--- src/rtl/fifo_pkg.sv ---
// ============================================================================
// Module      : fifo_pkg
// Description : Shared defaults and Gray/binary helpers for both FIFO clock domains.
// Revision    : 1.0 - initial release
// ============================================================================
`default_nettype none

package fifo_pkg;

    localparam int c_ptr_width_def = 3;
    localparam int c_ae_thresh_def = 1;
    localparam int c_max_ptr_w     = 16;

    // Width-generic: callers zero-extend into c_max_ptr_w bits and cast the result back.
    function automatic logic [c_max_ptr_w-1:0] bin2gray(input logic [c_max_ptr_w-1:0] bin);
        return bin ^ (bin >> 1);
    endfunction

    function automatic logic [c_max_ptr_w-1:0] gray2bin(input logic [c_max_ptr_w-1:0] gray);
        logic [c_max_ptr_w-1:0] bin;
        bin[c_max_ptr_w-1] = gray[c_max_ptr_w-1];
        for (int i = c_max_ptr_w - 2; i >= 0; i--) begin
            bin[i] = bin[i+1] ^ gray[i];
        end
        return bin;
    endfunction

endpackage

`default_nettype wire

--- src/rtl/gray2bin_conv.sv ---
// ============================================================================
// Module      : gray2bin_conv
// Description : Combinational Gray-to-binary converter (XOR prefix from the MSB).
// Revision    : 1.0 - initial release
// ============================================================================
`default_nettype none

module gray2bin_conv #(
    parameter int WIDTH = 4
) (
    input  logic [WIDTH-1:0] i_gray,
    output logic [WIDTH-1:0] o_bin
);

    for (genvar i = 0; i < WIDTH; i++) begin : g_bit
        assign o_bin[i] = ^i_gray[WIDTH-1:i];
    end

endmodule

`default_nettype wire

--- src/rtl/rptr_empty_ctrl.sv ---
// ============================================================================
// Module      : rptr_empty_ctrl
// Description : Read-domain pointer and empty/almost-empty/level controller for
//               the dual-clock pointer FIFO.
// Revision    : 1.0 - initial release
// ============================================================================
`default_nettype none

module rptr_empty_ctrl
    import fifo_pkg::*;
#(
    parameter int PTR_WIDTH = c_ptr_width_def,
    parameter int AE_THRESH = c_ae_thresh_def
) (
    input  logic               i_Rclk,
    input  logic               i_Rrst,
    input  logic               i_R_en,
    input  logic [PTR_WIDTH:0] i_g_wptr_sync,
    output logic [PTR_WIDTH:0] o_b_rptr,
    output logic [PTR_WIDTH:0] o_g_rptr,
    output logic               o_empty,
    output logic               o_almost_empty,
    output logic [PTR_WIDTH:0] o_rd_level,
    output logic               o_rd_valid,
    output logic               o_underflow
);

    localparam logic [PTR_WIDTH:0] c_ae_thresh = AE_THRESH[PTR_WIDTH:0];

    logic [PTR_WIDTH:0] r_b_rptr;
    logic [PTR_WIDTH:0] r_g_rptr;
    logic               r_empty;
    logic               r_almost_empty;
    logic [PTR_WIDTH:0] r_rd_level;
    logic               r_rd_valid;
    logic               r_underflow;

    logic               w_rd_acc;
    logic [PTR_WIDTH:0] w_b_next;
    logic [PTR_WIDTH:0] w_g_next;
    logic [PTR_WIDTH:0] w_wptr_bin;
    logic [PTR_WIDTH:0] w_level_next;
    logic               w_empty_next;
    logic               w_ae_next;

    gray2bin_conv #(
        .WIDTH (PTR_WIDTH + 1)
    ) u_wptr_g2b (
        .i_gray (i_g_wptr_sync),
        .o_bin  (w_wptr_bin)
    );

    // A read against a registered-empty FIFO is dropped; empty is pessimistic so this never loses data.
    assign w_rd_acc     = i_R_en & ~r_empty;
    assign w_b_next     = r_b_rptr + {{PTR_WIDTH{1'b0}}, w_rd_acc};
    assign w_g_next     = (PTR_WIDTH+1)'(bin2gray(c_max_ptr_w'(w_b_next)));
    assign w_empty_next = (w_g_next == i_g_wptr_sync);
    assign w_level_next = w_wptr_bin - w_b_next;
    assign w_ae_next    = (w_level_next <= c_ae_thresh);

    always_ff @(posedge i_Rclk or posedge i_Rrst) begin
        if (i_Rrst) begin
            r_b_rptr <= '0;
            r_g_rptr <= '0;
        end else begin
            r_b_rptr <= w_b_next;
            r_g_rptr <= w_g_next;
        end
    end

    always_ff @(posedge i_Rclk or posedge i_Rrst) begin
        if (i_Rrst) begin
            r_empty        <= 1'b1;
            r_almost_empty <= 1'b1;
            r_rd_level     <= '0;
        end else begin
            r_empty        <= w_empty_next;
            r_almost_empty <= w_ae_next;
            r_rd_level     <= w_level_next;
        end
    end

    always_ff @(posedge i_Rclk or posedge i_Rrst) begin
        if (i_Rrst) begin
            r_rd_valid  <= 1'b0;
            r_underflow <= 1'b0;
        end else begin
            r_rd_valid  <= w_rd_acc;
            r_underflow <= r_underflow | (i_R_en & r_empty);
        end
    end

    assign o_b_rptr       = r_b_rptr;
    assign o_g_rptr       = r_g_rptr;
    assign o_empty        = r_empty;
    assign o_almost_empty = r_almost_empty;
    assign o_rd_level     = r_rd_level;
    assign o_rd_valid     = r_rd_valid;
    assign o_underflow    = r_underflow;

endmodule

`default_nettype wire

--- config.mk ---
export PLATFORM = sky130hd
export DESIGN_NAME = rptr_empty_ctrl
export DESIGN_NICKNAME = d
export VERILOG_FILES = /design/src/rtl/fifo_pkg.sv /design/src/rtl/gray2bin_conv.sv /design/src/rtl/rptr_empty_ctrl.sv
export SDC_FILE = /design/constraint.sdc
export NUM_CORES = 1
export LEC_CHECK = 0
export BUFFER_PORTS_ARGS = -buffer_cell sky130_fd_sc_hd__buf_2
export CAP_MARGIN = 10
export CORE_MARGIN = 10
export CORE_UTILIZATION = 56
export CTS_BUF_LIST = sky130_fd_sc_hd__clkbuf_4
export DETAILED_ROUTE_END_ITERATION = 16
export PLACE_DENSITY = 0.83
export SLEW_MARGIN = 20
export SYNTH_ARGS = -nofsm -noshare
export SYNTH_HDL_FRONTEND = slang
export SYNTH_HIERARCHICAL = 1
export SYNTH_SLANG_ARGS = --single-unit
--- constraint.sdc ---
create_clock -name i_Rclk -period 3.6 [get_ports i_Rclk]
set_input_delay 0.36 -clock i_Rclk [delete_from_list [all_inputs] [get_ports i_Rclk]]
set_output_delay 0.36 -clock i_Rclk [all_outputs]
set_load 0.1 [all_outputs]
## After elaboration in Yosys (flattened, before gate mapping)

Index checks and enable logic that the tools add are counted.
Widths: inputs -> output; s select.

| storage, ports and cells | value |
|---|---|
| output and inout bits | 16 |
| register bits | 16 |

| operators by class | value |
|---|---|
| reduce and logical (&&, ||, !) cells | 3 |
| equal/unequal tests | 1 |
| $add $sub $neg | 2 |
| magnitude comparators | 1 |
| bitwise gates (word level) | 5 |

Operator list:

| cell | number |
|---|---|
| $add 4x1->4 | 1 |
| $eq 4x4->1 | 1 |
| $le 4x1->1 const B | 1 |
| $reduce_xor 4->1 | 1 |
| $sub 4x4->4 | 1 |
| $xor 4x3->4 | 1 |
| $reduce_xor 3->1 | 1 |
| $and 1x1->1 | 2 |
| $reduce_xor 2->1 | 1 |
| $not 1->1 | 1 |
| $or 1x1->1 | 1 |

## Depth between registers and ports, before layout

| logic depth | value |
|---|---|
| depth in word-level cells | 5 |
| mapped depth | 9 |
| depth with buffers taken out | 9 |

## Hierarchy

The synthesis kept the hierarchy.

By module, submodules not included:

| module | cells an instance | area each (um^2) | times used | seq. area each (um^2) |
|---|---|---|---|---|
| rptr_empty_ctrl | 62 | 765.7 | 1 | 377.9 |
| gray2bin_conv | 5 | 50.0 | 1 | 0.0 |

## Worst setup path after synthesis

Ideal clock, no wire load.

| path | value |
|---|---|
| kind | reg2reg |
| start point | register r_empty (netlist: o_empty) |
| end point | register r_empty (netlist: o_empty) |
| slack | 1.040 ns |
| cell stages (with the launch flop) | 8 |
| library setup time | 0.083 ns |
| data required time | 3.517 ns |
| path buffers | 0 |
| data arrival time | 2.477 ns |
| cells stage by stage | dfstp_2 nor2b_1 ha_1 ha_1 xnor2_1 mux4_2 mux2i_1 a21oi_1 |

| on the way | value |
|---|---|
| cells in the longest elaborated chain, start to end | 5 |

Ends and longest elaborated chain:

| element | RTL line | source |
|---|---|---|
| start: declaration | rptr_empty_ctrl.sv:32 | `logic r_empty;` |
| start signal: assignment | rptr_empty_ctrl.sv:77 | `r_empty <= w_empty_next;` |
| $not 1->1 | rptr_empty_ctrl.sv:54 | `assign w_rd_acc = i_R_en & ~r_empty;` |
| $and 1x1->1 | rptr_empty_ctrl.sv:54 |  |
| via w_rd_acc | rptr_empty_ctrl.sv:38 | `logic w_rd_acc;` |
| $add 4x1->4 | rptr_empty_ctrl.sv:55 | `assign w_b_next = r_b_rptr + {{PTR_WIDTH{1'b0}}, w_rd_acc};` |
| $xor 4x3->4 | fifo_pkg.sv:16 | `return bin ^ (bin >> 1);` |
| $eq 4x4->1 | rptr_empty_ctrl.sv:57 | `assign w_empty_next = (w_g_next == i_g_wptr_sync);` |
| via w_empty_next | rptr_empty_ctrl.sv:43 | `logic w_empty_next;` |

The timed path passes the listed nets, and every way through them passes these cells.

## Worst setup path in the final report

Ends and elaborated chain as after synthesis.

==> flow_metrics.py <==
metrics = {
    "setup_path": {
        "crit_path_end_kind": "flip-flop",
        "worstPathMaxFanout": 6,
        "critical_path.cell_chain": "nor2b_1 -> ha_1 -> ha_1 -> xnor2_1 -> mux4_2 -> mux2i_1 -> a21oi_1",
        "worstSetupPathType": "flip-flop to flip-flop",
        "worstRegToRegCells": 7,
        "max_stage_delay_ns": 0.55,
        "highest_delay_cell_along_the_critical_path": "sky130_fd_sc_hd__dfstp_2",
        "regToRegSetupSlack_ns": 1.31,
        "worst_setup_path_start_kind": "flip-flop",
        "crit_arrival_ns": 2.50,
        "r2r_start": "o_empty$_DFF_PP1_",
        "r2r_end": "o_empty$_DFF_PP1_",
        "crit_required_ns": 3.81,
        "critical_path_cell_count": 7,
        "path_buf_inv": 0,
        "timing.critical_path.max_delay_family": "multiplexers",
        "cell_repeated_most_along_the_worst_path": "sky130_fd_sc_hd__ha_1",
    },
    "grt": {
        "grt_start_max_net_pins": 16,
        "antenna_found_initial": 0,
        "first_global_vias": 538,
        "globalRouteOverflowTotal": 0,
        "first_pass_grt_wire_length_um": 2460,
        "globalRouteTotalUtil": 0.0914,
    },
    "timing": {
        "achievable-frequency_mhz": 436,
        "timing.final.crit_share": 0.637,
        "rsz0062_at_grt": "false",
        "max_slew_margin": 0.634,
        "timing.setup.tns_ns": 0,
        "period_minus_slack_ns": 2.29,
        "fin_worst_hold_slack_ns": 0.121,
        "timing_worst_slew_pin_value_ns": 0.548,
        "report.final.hold_viol_count": 0,
        "slew_violations": 0,
        "fin_worst_skew_ns": 0.00169,
        "setup_viol_count_final": 0,
    },
    "logic_synthesis": {
        "synth.cell_area_sq_um": 816,
        "yosysWarnings": 6,
        "share_of_the_yosys_chip_area_belonging_to_registers": 0.463,
        "top_post_synthesis_cells_by_area": "sky130_fd_sc_hd__dfrtp_1, sky130_fd_sc_hd__xnor2_1, sky130_fd_sc_hd__dfstp_2",
        "synthDominantAreaCellType": "sky130_fd_sc_hd__dfrtp_1",
        "post_synthesis_area_per_instance_sq_um": 12.2,
        "synth_fp_nets": 78,
        "netlist.area_leader.share": 0.399,
        "postSynthCellCount": 67,
        "synth.lib_cells_used.distinct": 28,
        "synth_seq_cells": 15,
    },
    "cells_and_area": {
        "drive_gt1_frac": 0.356,
        "layout.nets": 102,
        "antenna_cells": 0,
        "flow.area_growth_from_synthesis_pct": 16.7,
        "stdcell_count": 105,
        "layout.cells.most_common_list": "sky130_fd_sc_hd__buf_2, sky130_fd_sc_hd__dfrtp_1, sky130_fd_sc_hd__xnor2_1",
        "fillCellCount": 95,
        "finish.utilization": 0.714,
        "final_common_cell": "sky130_fd_sc_hd__buf_2",
    },
    "die": {
        "die-width_um": 58.2,
        "placeableCoreArea_sq_um": 1330,
        "die_height_um": 58.2,
        "placementRows": 13,
        "initial_utilization": 0.612,
        "boundaryPins": 23,
        "dieArea_sq_um": 3380,
    },
    "detailed_routing": {
        "vias": 540,
        "met2RoutedLength_um": 741,
        "met3_length_um": 134,
        "drt-wirelength-per-cell_um": 14.4,
        "drc": 0,
        "drt-initial-drc-count": 10,
        "drt-vias-per-instance": 5.14,
        "postRouteAntennaNets": 0,
        "topmost_layer_with_routed_signal_wires": "met4",
        "drt-met1-wl_um": 607,
        "drt-pass1-iter-count": 4,
        "finalWirelength_um": 1510,
    },
    "worst_hold_path": {
        "hold_path.class": "input port to asynchronous set/reset pin",
    },
    "placement": {
        "dp_hpwl_um": 1200,
        "place_inst": 101,
        "port_buffers": 22,
        "final_weighted_congestion_in_routability_driven_placement": 0.759,
    },
    "clocking": {
        "cts_sinks": 15,
        "clock_buffer_depth": 2,
        "number_of_post_cts_setup_repair_buffers": 0,
        "clk_pin_slew_ns": 0.09,
        "post_cts_hold_buffer_count": 0,
        "clock_insertion_delay_worst_skew_ns": 0.27,
        "htreeDepth": 1,
        "cts_tree": "built",
        "post_cts_resize_count": 0,
        "cell_chosen_for_the_clock_root": "sky130_fd_sc_hd__clkbuf_4",
        "cts_made_buffers": 3,
    },
    "outcome": {
        "status": "finished clean",
    },
    "flow_run": {
        "maxCapViolations": 0,
    },
}
## per-layer routing
layer,vias up,GRT usage
li1,267,-
met1,253,0.0985
met2,18,0.152
met3,2,0.0392
met4,0,0.0403
met5,-,0
## per-stage QoR
stage                     setup WS (ns)  area (sq um)
after floorplan                    1.04           816
after global placement             1.40           925
after detailed placement           1.32           925
after CTS                          1.31           952
after global routing               1.22           952
final                              1.31           952
## state kept, by name, indices dropped and copies added, names as in the netlist
name	cells
o_rd_level	4
o_g_rptr	3
o_underflow	1
o_b_rptr	4
o_empty	1
o_almost_empty	1
o_rd_valid	1
## cell usage after synthesis
master / count
sky130_fd_sc_hd__nor2_1: 1
sky130_fd_sc_hd__xor2_2: 1
sky130_fd_sc_hd__nor2b_1: 2
sky130_fd_sc_hd__and3_1: 3
sky130_fd_sc_hd__xnor2_4: 1
sky130_fd_sc_hd__nor4_1: 1
sky130_fd_sc_hd__dfrtp_1: 13
sky130_fd_sc_hd__a21o_1: 1
sky130_fd_sc_hd__buf_4: 2
sky130_fd_sc_hd__a21oi_1: 3
sky130_fd_sc_hd__a21boi_0: 1
sky130_fd_sc_hd__or2_2: 1
sky130_fd_sc_hd__buf_2: 1
sky130_fd_sc_hd__nand2b_1: 1
sky130_fd_sc_hd__mux4_2: 1
sky130_fd_sc_hd__ha_1: 4
sky130_fd_sc_hd__xnor2_1: 8
sky130_fd_sc_hd__xnor3_1: 1
sky130_fd_sc_hd__dfstp_2: 2
sky130_fd_sc_hd__inv_1: 5
sky130_fd_sc_hd__and3b_1: 1
sky130_fd_sc_hd__nand3_1: 1
sky130_fd_sc_hd__or3_1: 1
sky130_fd_sc_hd__mux2i_1: 2
sky130_fd_sc_hd__nand2_1: 2
sky130_fd_sc_hd__o221ai_1: 1
sky130_fd_sc_hd__or2_1: 1
sky130_fd_sc_hd__xor2_1: 5
## final cells by class
class,instances,area (sq um),area share
clock buffer,3,22.5,0.0237
clock inverter,1,5.00,0.00526
inverter,5,18.8,0.0197
multi-input combinational,44,399,0.419
sequential,15,378,0.397
tap,15,18.8,0.0197
timing repair buffer,22,110,0.116
## kinds of logic (layout without fill, tap and decap cells)
family	count (synthesis)	count (layout)	share of synthesized area
xor+xnor	16	16	0.221
flops	15	15	0.463
simple gates	15	15	0.107
buf+inv	8	31	0.0475
compound gates	6	6	0.0475
fa+ha+maj	4	4	0.0614
mux	3	3	0.0521
## worst max path at each step
stage | slack [ns] | start | end
2_1_floorplan | 1.04 | o_empty$_DFF_PP1_ | o_empty$_DFF_PP1_
3_3_place_gp | 1.40 | i_R_en | o_empty$_DFF_PP1_
3_5_place_dp | 1.32 | i_R_en | o_empty$_DFF_PP1_
4_1_cts | 1.31 | o_empty$_DFF_PP1_ | o_empty$_DFF_PP1_
5_1_grt | 1.22 | o_empty$_DFF_PP1_ | o_empty$_DFF_PP1_
6_report | 1.31 | o_empty$_DFF_PP1_ | o_empty$_DFF_PP1_
Power is left out: the tool's default activity adds up to more than one toggle a clock period on the data nets, which glitch-free logic cannot reach.
